<file path="config.mk">
export PLATFORM = sky130hd
export DESIGN_NAME = acc_arbiter
export DESIGN_NICKNAME = d
export VERILOG_FILES = /design/src/rtl/acc_pkg.sv /design/src/rtl/acc_unit.sv /design/src/rtl/acc_arbiter.sv
export SDC_FILE = /design/constraint.sdc
export NUM_CORES = 1
export LEC_CHECK = 0
export CAP_MARGIN = 20
export CORE_MARGIN = 2
export CORE_UTILIZATION = 29
export DETAILED_ROUTE_END_ITERATION = 8
export PLACE_DENSITY = 0.66
export SYNTH_ARGS = -nofsm -noshare
export SYNTH_HDL_FRONTEND = slang
export SYNTH_HIERARCHICAL = 1
export SYNTH_SLANG_ARGS = --single-unit
</file>
<file path="constraint.sdc">
create_clock -name clk -period 3.4 [get_ports clk]
set_input_delay 0.68 -clock clk [delete_from_list [all_inputs] [get_ports clk]]
set_output_delay 0.68 -clock clk [all_outputs]
set_load 0.1 [all_outputs]
</file>
<file path="src/rtl/acc_pkg.sv">
// Shared types and op encodings for the round-robin accumulator arbiter.
package acc_pkg;

    typedef enum logic {
        IDLE = 1'b0,
        EXEC = 1'b1
    } state_t;

    localparam logic OP_AND = 1'b0;
    localparam logic OP_XOR = 1'b1;

endpackage

</file>
<file path="src/rtl/acc_unit.sv">
// WIDTH-bit XOR/AND accumulator register; clr wins over an enabled update.
module acc_unit
    import acc_pkg::*;
#(
    parameter int unsigned WIDTH = 8
) (
    input  logic             clk,
    input  logic             r,
    input  logic             clr,
    input  logic             en,
    input  logic             op,
    input  logic [WIDTH-1:0] operand,
    output logic [WIDTH-1:0] Q
);

    logic [WIDTH-1:0] q_d;

    always_comb begin
        q_d = Q;
        if (clr) begin
            q_d = '0;
        end else if (en) begin
            q_d = (op == OP_XOR) ? (Q ^ operand) : (Q & operand);
        end
    end

    always_ff @(posedge clk) begin
        if (r) begin
            Q <= '0;
        end else begin
            Q <= q_d;
        end
    end

endmodule

</file>
<file path="src/rtl/acc_arbiter.sv">
// Round-robin arbiter that serialises XOR/AND requests onto one shared accumulator.
module acc_arbiter
    import acc_pkg::*;
#(
    parameter int unsigned WIDTH = 8,
    parameter int unsigned N_REQ = 4
) (
    input  logic                   clk,
    input  logic                   r,
    input  logic [N_REQ-1:0]       req,
    input  logic [N_REQ-1:0]       sel,
    input  logic [N_REQ*WIDTH-1:0] data,
    input  logic                   clr,
    output logic [N_REQ-1:0]       gnt,
    output logic                   busy,
    output logic [WIDTH-1:0]       Q,
    output logic [3:0]             L,
    output logic [7:0]             ops
);

    localparam int unsigned PTR_W = $clog2(N_REQ);

    state_t             state_q, state_d;
    logic [PTR_W-1:0]   ptr_q, ptr_d;
    logic [PTR_W-1:0]   win_q, win_d;
    logic               op_q, op_d;
    logic [WIDTH-1:0]   opnd_q, opnd_d;
    logic [7:0]         ops_q, ops_d;
    logic               exec_en;

    logic               arb_found;
    logic [PTR_W-1:0]   arb_win;
    logic               arb_op;
    logic [WIDTH-1:0]   arb_opnd;

    // Rotating priority: first pass covers ptr..N_REQ-1, second pass wraps to 0..ptr-1.
    always_comb begin
        arb_found = 1'b0;
        arb_win   = '0;
        for (int i = 0; i < N_REQ; i++) begin
            if (!arb_found && req[i] && (PTR_W'(i) >= ptr_q)) begin
                arb_found = 1'b1;
                arb_win   = PTR_W'(i);
            end
        end
        for (int i = 0; i < N_REQ; i++) begin
            if (!arb_found && req[i]) begin
                arb_found = 1'b1;
                arb_win   = PTR_W'(i);
            end
        end
    end

    always_comb begin
        arb_op   = OP_AND;
        arb_opnd = '0;
        for (int i = 0; i < N_REQ; i++) begin
            if (PTR_W'(i) == arb_win) begin
                arb_op   = sel[i];
                arb_opnd = data[i*WIDTH +: WIDTH];
            end
        end
    end

    always_comb begin
        state_d = state_q;
        ptr_d   = ptr_q;
        win_d   = win_q;
        op_d    = op_q;
        opnd_d  = opnd_q;
        ops_d   = ops_q;
        exec_en = 1'b0;
        unique case (state_q)
            IDLE: begin
                if (arb_found) begin
                    win_d   = arb_win;
                    op_d    = arb_op;
                    opnd_d  = arb_opnd;
                    state_d = EXEC;
                end
            end
            EXEC: begin
                exec_en = 1'b1;
                // A colliding clr discards the op but it still counts as consumed.
                if (!clr) begin
                    ops_d = ops_q + 8'd1;
                end
                ptr_d   = (win_q == PTR_W'(N_REQ - 1)) ? '0 : win_q + PTR_W'(1);
                state_d = IDLE;
            end
            default: state_d = IDLE;
        endcase
    end

    always_ff @(posedge clk) begin
        if (r) begin
            state_q <= IDLE;
            ptr_q   <= '0;
            win_q   <= '0;
            op_q    <= OP_AND;
            opnd_q  <= '0;
            ops_q   <= '0;
        end else begin
            state_q <= state_d;
            ptr_q   <= ptr_d;
            win_q   <= win_d;
            op_q    <= op_d;
            opnd_q  <= opnd_d;
            ops_q   <= ops_d;
        end
    end

    acc_unit #(
        .WIDTH(WIDTH)
    ) u_acc_unit (
        .clk    (clk),
        .r      (r),
        .clr    (clr),
        .en     (exec_en),
        .op     (op_q),
        .operand(opnd_q),
        .Q      (Q)
    );

    // Reset landing on an EXEC cycle suppresses the acknowledge for the lost op.
    always_comb begin
        gnt = '0;
        for (int i = 0; i < N_REQ; i++) begin
            gnt[i] = (state_q == EXEC) && !r && (win_q == PTR_W'(i));
        end
    end

    assign busy = (state_q == EXEC);
    assign L    = Q[WIDTH-1 -: 4];
    assign ops  = ops_q;

    a_gnt_onehot: assert property (@(posedge clk) $onehot0(gnt));
    a_exec_single: assert property (@(posedge clk) disable iff (r)
        (state_q == EXEC) |=> (state_q == IDLE));

endmodule

</file>
==> flow_summary.yaml <==
synthesis:
  synth_top_area_share_pct: 34.76
  ys.flop_type: "dfxtp_1"
  synthSimpleGateAreaFrac_pct: 13.98
  seq_area_frac_synth_pct: 34.76
  synth_top_family_by_area: "multiplexers"
  synth_area_um2: 1728
  yosys-top-cells-area: "dfxtp_1, mux2i_1, ha_1"
  ys_seq_elements: 30
  synth_xor_area_share_pct: 3.548
  async_flop_share_pct: 0
  syn-num-nets: 230
  synth_edf_count: 0
  yosys_warnings: 6
  yosysTopAreaCell: "dfxtp_1"
  synth_compound_area_share_pct: 11.59
  muxShareOfSynthArea_pct: 18.54
  avgSynthCellArea_um2: 9.931
  syn_inst: 174
  synth_adder_area_share_pct: 9.413
  synth_cell_types: 31
finish:
  syn_to_final_growth_pct: 42.87
  multi_input_area_um2: 985.9
  antennaDiodeCount: 0
  fin_util_pct: 42.19
  fin_cells: 314
  final-seq-area_um2: 600.6
  layout-drive-gt1-share_pct: 15.90
  fillers: 588
  fin_nets: 294
floorplanning:
  start_util_pct: 29.53
  die_w_um: 81.19
  die-area_um2: 6592
  ioPinCount: 68
  die-height_um: 81.19
  rows: 28
  coreArea_um2: 5851
power:
  power_leakage_nw: 1.011
  powerDensity_nw_per_um2: 390.4
  peakVddDrop_uv: 221.0
  p_total_mw: 0.9638
clock_network:
  postCtsSetupBuffers: 0
  cts_buffer_depth: 2
  htreeDepth: 2
  cts_buffers: 5
  cts_sinks: 30
  cts-hold-fix-buffers: 0
  cts-resized-gates: 0
  cts-root-buf: "clkbuf_8"
  clk_pin_slew_ns: 0.07
  cts_tree: "done"
  clock_latency_ns: 0.28
setup_path:
  cp.arrival_ns: 1.90
  end_kind: "primary output"
  critPathMaxFanout: 16
  cp-start-kind: "primary input"
  crit_type: "in2out"
  critPathRequiredTime_ns: 2.72
detailed_routing:
  drtAntennaViolNets: 0
  wl_per_cell_um: 12.66
  vias: 1462
  drt-initial-drc-count: 59
  postRouteWirelength_um: 3976
  drc_errors: 0
  viasPerCell: 4.656
  dr.pass1.iters: 4
sta:
  fmax_mhz: 388.2
  clock_skew_ns: 0.007997
  slew_headroom_pct: 34.93
  setup_slack_ns: 0.8241
  fin_setup_tns_ns: 0
  drv_slew: 0
  rsz0062_at_grt: "no"
  hold_violations: 0
  setup_violations: 0
  worst_slew_pin_slew_ns: 0.9730
  period_minus_slack_ns: 2.576
  post-route-period-util_pct: 75.76
placement:
  dp.cells: 306
  place_congestion: 0.7418
  dpl_worst_slack_ns: 0.7449
  io_buffers: 67
  hpwl_um: 3004
global_route:
  grt_pass1_wl_um: 6637
  grt_pass1_vias: 1455
  antenna_found_initial: 0
  grt_overflow_total: 0
  grtUsageTotal_pct: 13.27
  grt_max_degree: 23
min_path:
  hold_path.class: "reg2reg"
run_status:
  outcome: "complete, no violations"
job:
  cap_violations: 0
[layout make-up]
type	instances	area share, %
Clock buffer	6	3.345
Clock inverter	2	0.5068
Inverter	4	0.6082
Multi-Input combinational cell	128	39.94
Sequential cell	30	24.33
Tap cell	75	3.801
Timing Repair Buffer	69	27.47
[placed cells by master, fill, tap and decap left out]
cell             instances
and2_1                   4
clkinv_2                 1
o221ai_1                 9
nand2_1                 12
nand2b_1                 2
o21ai_2                  1
inv_1                    4
clkbuf_8                 6
buf_12                   4
clkdlybuf4s50_1         44
and3_1                   2
ha_1                    13
nor4_1                   1
a21oi_1                  2
o2bb2a_4                 1
nor2_1                  24
clkinvlp_4               1
buf_4                   21
nor2b_1                  1
dfxtp_1                 30
a211oi_2                 1
and4_1                   1
a21oi_2                  1
nand2_2                  1
or2_1                    1
a211oi_1                 7
nor3_1                   1
a311oi_1                 1
nand3_1                  2
mux2i_1                 32
xnor2_1                  2
and2b_1                  1
xor2_1                   5
[synthesized netlist by cell type (4+ instances only)]
cell type	count
a211oi_1	7
and2_1	4
buf_4	5
buf_6	4
dfxtp_1	30
ha_1	13
inv_1	4
mux2i_1	32
nand2_1	12
nor2_1	24
o221ai_1	9
xor2_1	5
[where the power goes]
part	switching (mW)	internal, mW	leakage [nW]
combinational	0.146	0.115	0.718
clock	0.140	0.163	0.0472
sequential	0.0243	0.376	0.245
[critical path, stage by stage]
cell and delay [ns]:
clkdlybuf4s50_1 0.40, buf_4 0.19, nor2b_1 0.20, and2_1 0.23
buf_12 0.19
[flip-flops by register name, indices dropped and copies added, names as in the netlist]
register      cells
ops               8
opnd_q            8
ptr_q             2
win_q             2
op_q              1
busy              1
u_acc_unit/Q      8
[routing by layer]
metal | vias up | track usage [%] | routed length, µm
li1 | 741 | - | -
met1 | 679 | 16.37 | 1835
met2 | 36 | 21.57 | 1835
met3 | 6 | 5.333 | 266
met4 | 0 | 3.220 | 38
met5 | - | 0 | 0
[per-stage QoR]
step	area (µm²)	hold slack [ns]
2_1_floorplan	1728	0.4367
3_3_place_gp	2374	0.4544
3_5_place_dp	2374	0.4617
4_1_cts	2469	0.4811
5_1_grt	2469	0.5005
6_report	2469	0.4750
[worst paths after layout]
path | from | endpoint | slack [ns] | cells past startpoint
setup / recovery | r | gnt[2] | 0.82 | 5
hold / removal | opnd_q[4]$_SDFFE_PP0P_ | opnd_q[4]$_SDFFE_PP0P_ | 0.48 | 2
setup reg to reg | ptr_q[1]$_SDFFE_PP0P_ | opnd_q[6]$_SDFFE_PP0P_ | 1.52 | 5
hold reg to reg | opnd_q[4]$_SDFFE_PP0P_ | opnd_q[4]$_SDFFE_PP0P_ | 0.48 | 2
[cells by family (layout without fill, tap and decap cells)]
family,after synthesis,after routing
XOR/XNOR,7,7
AND/OR/NAND/NOR,53,53
multiplexers,32,32
flip-flops,30,30
AO/OA/AOI/OAI,23,23
buffers and inverters,16,81
adder cells (fa/ha/maj),13,13
Note: power is estimated with default switching activity, not from simulation.
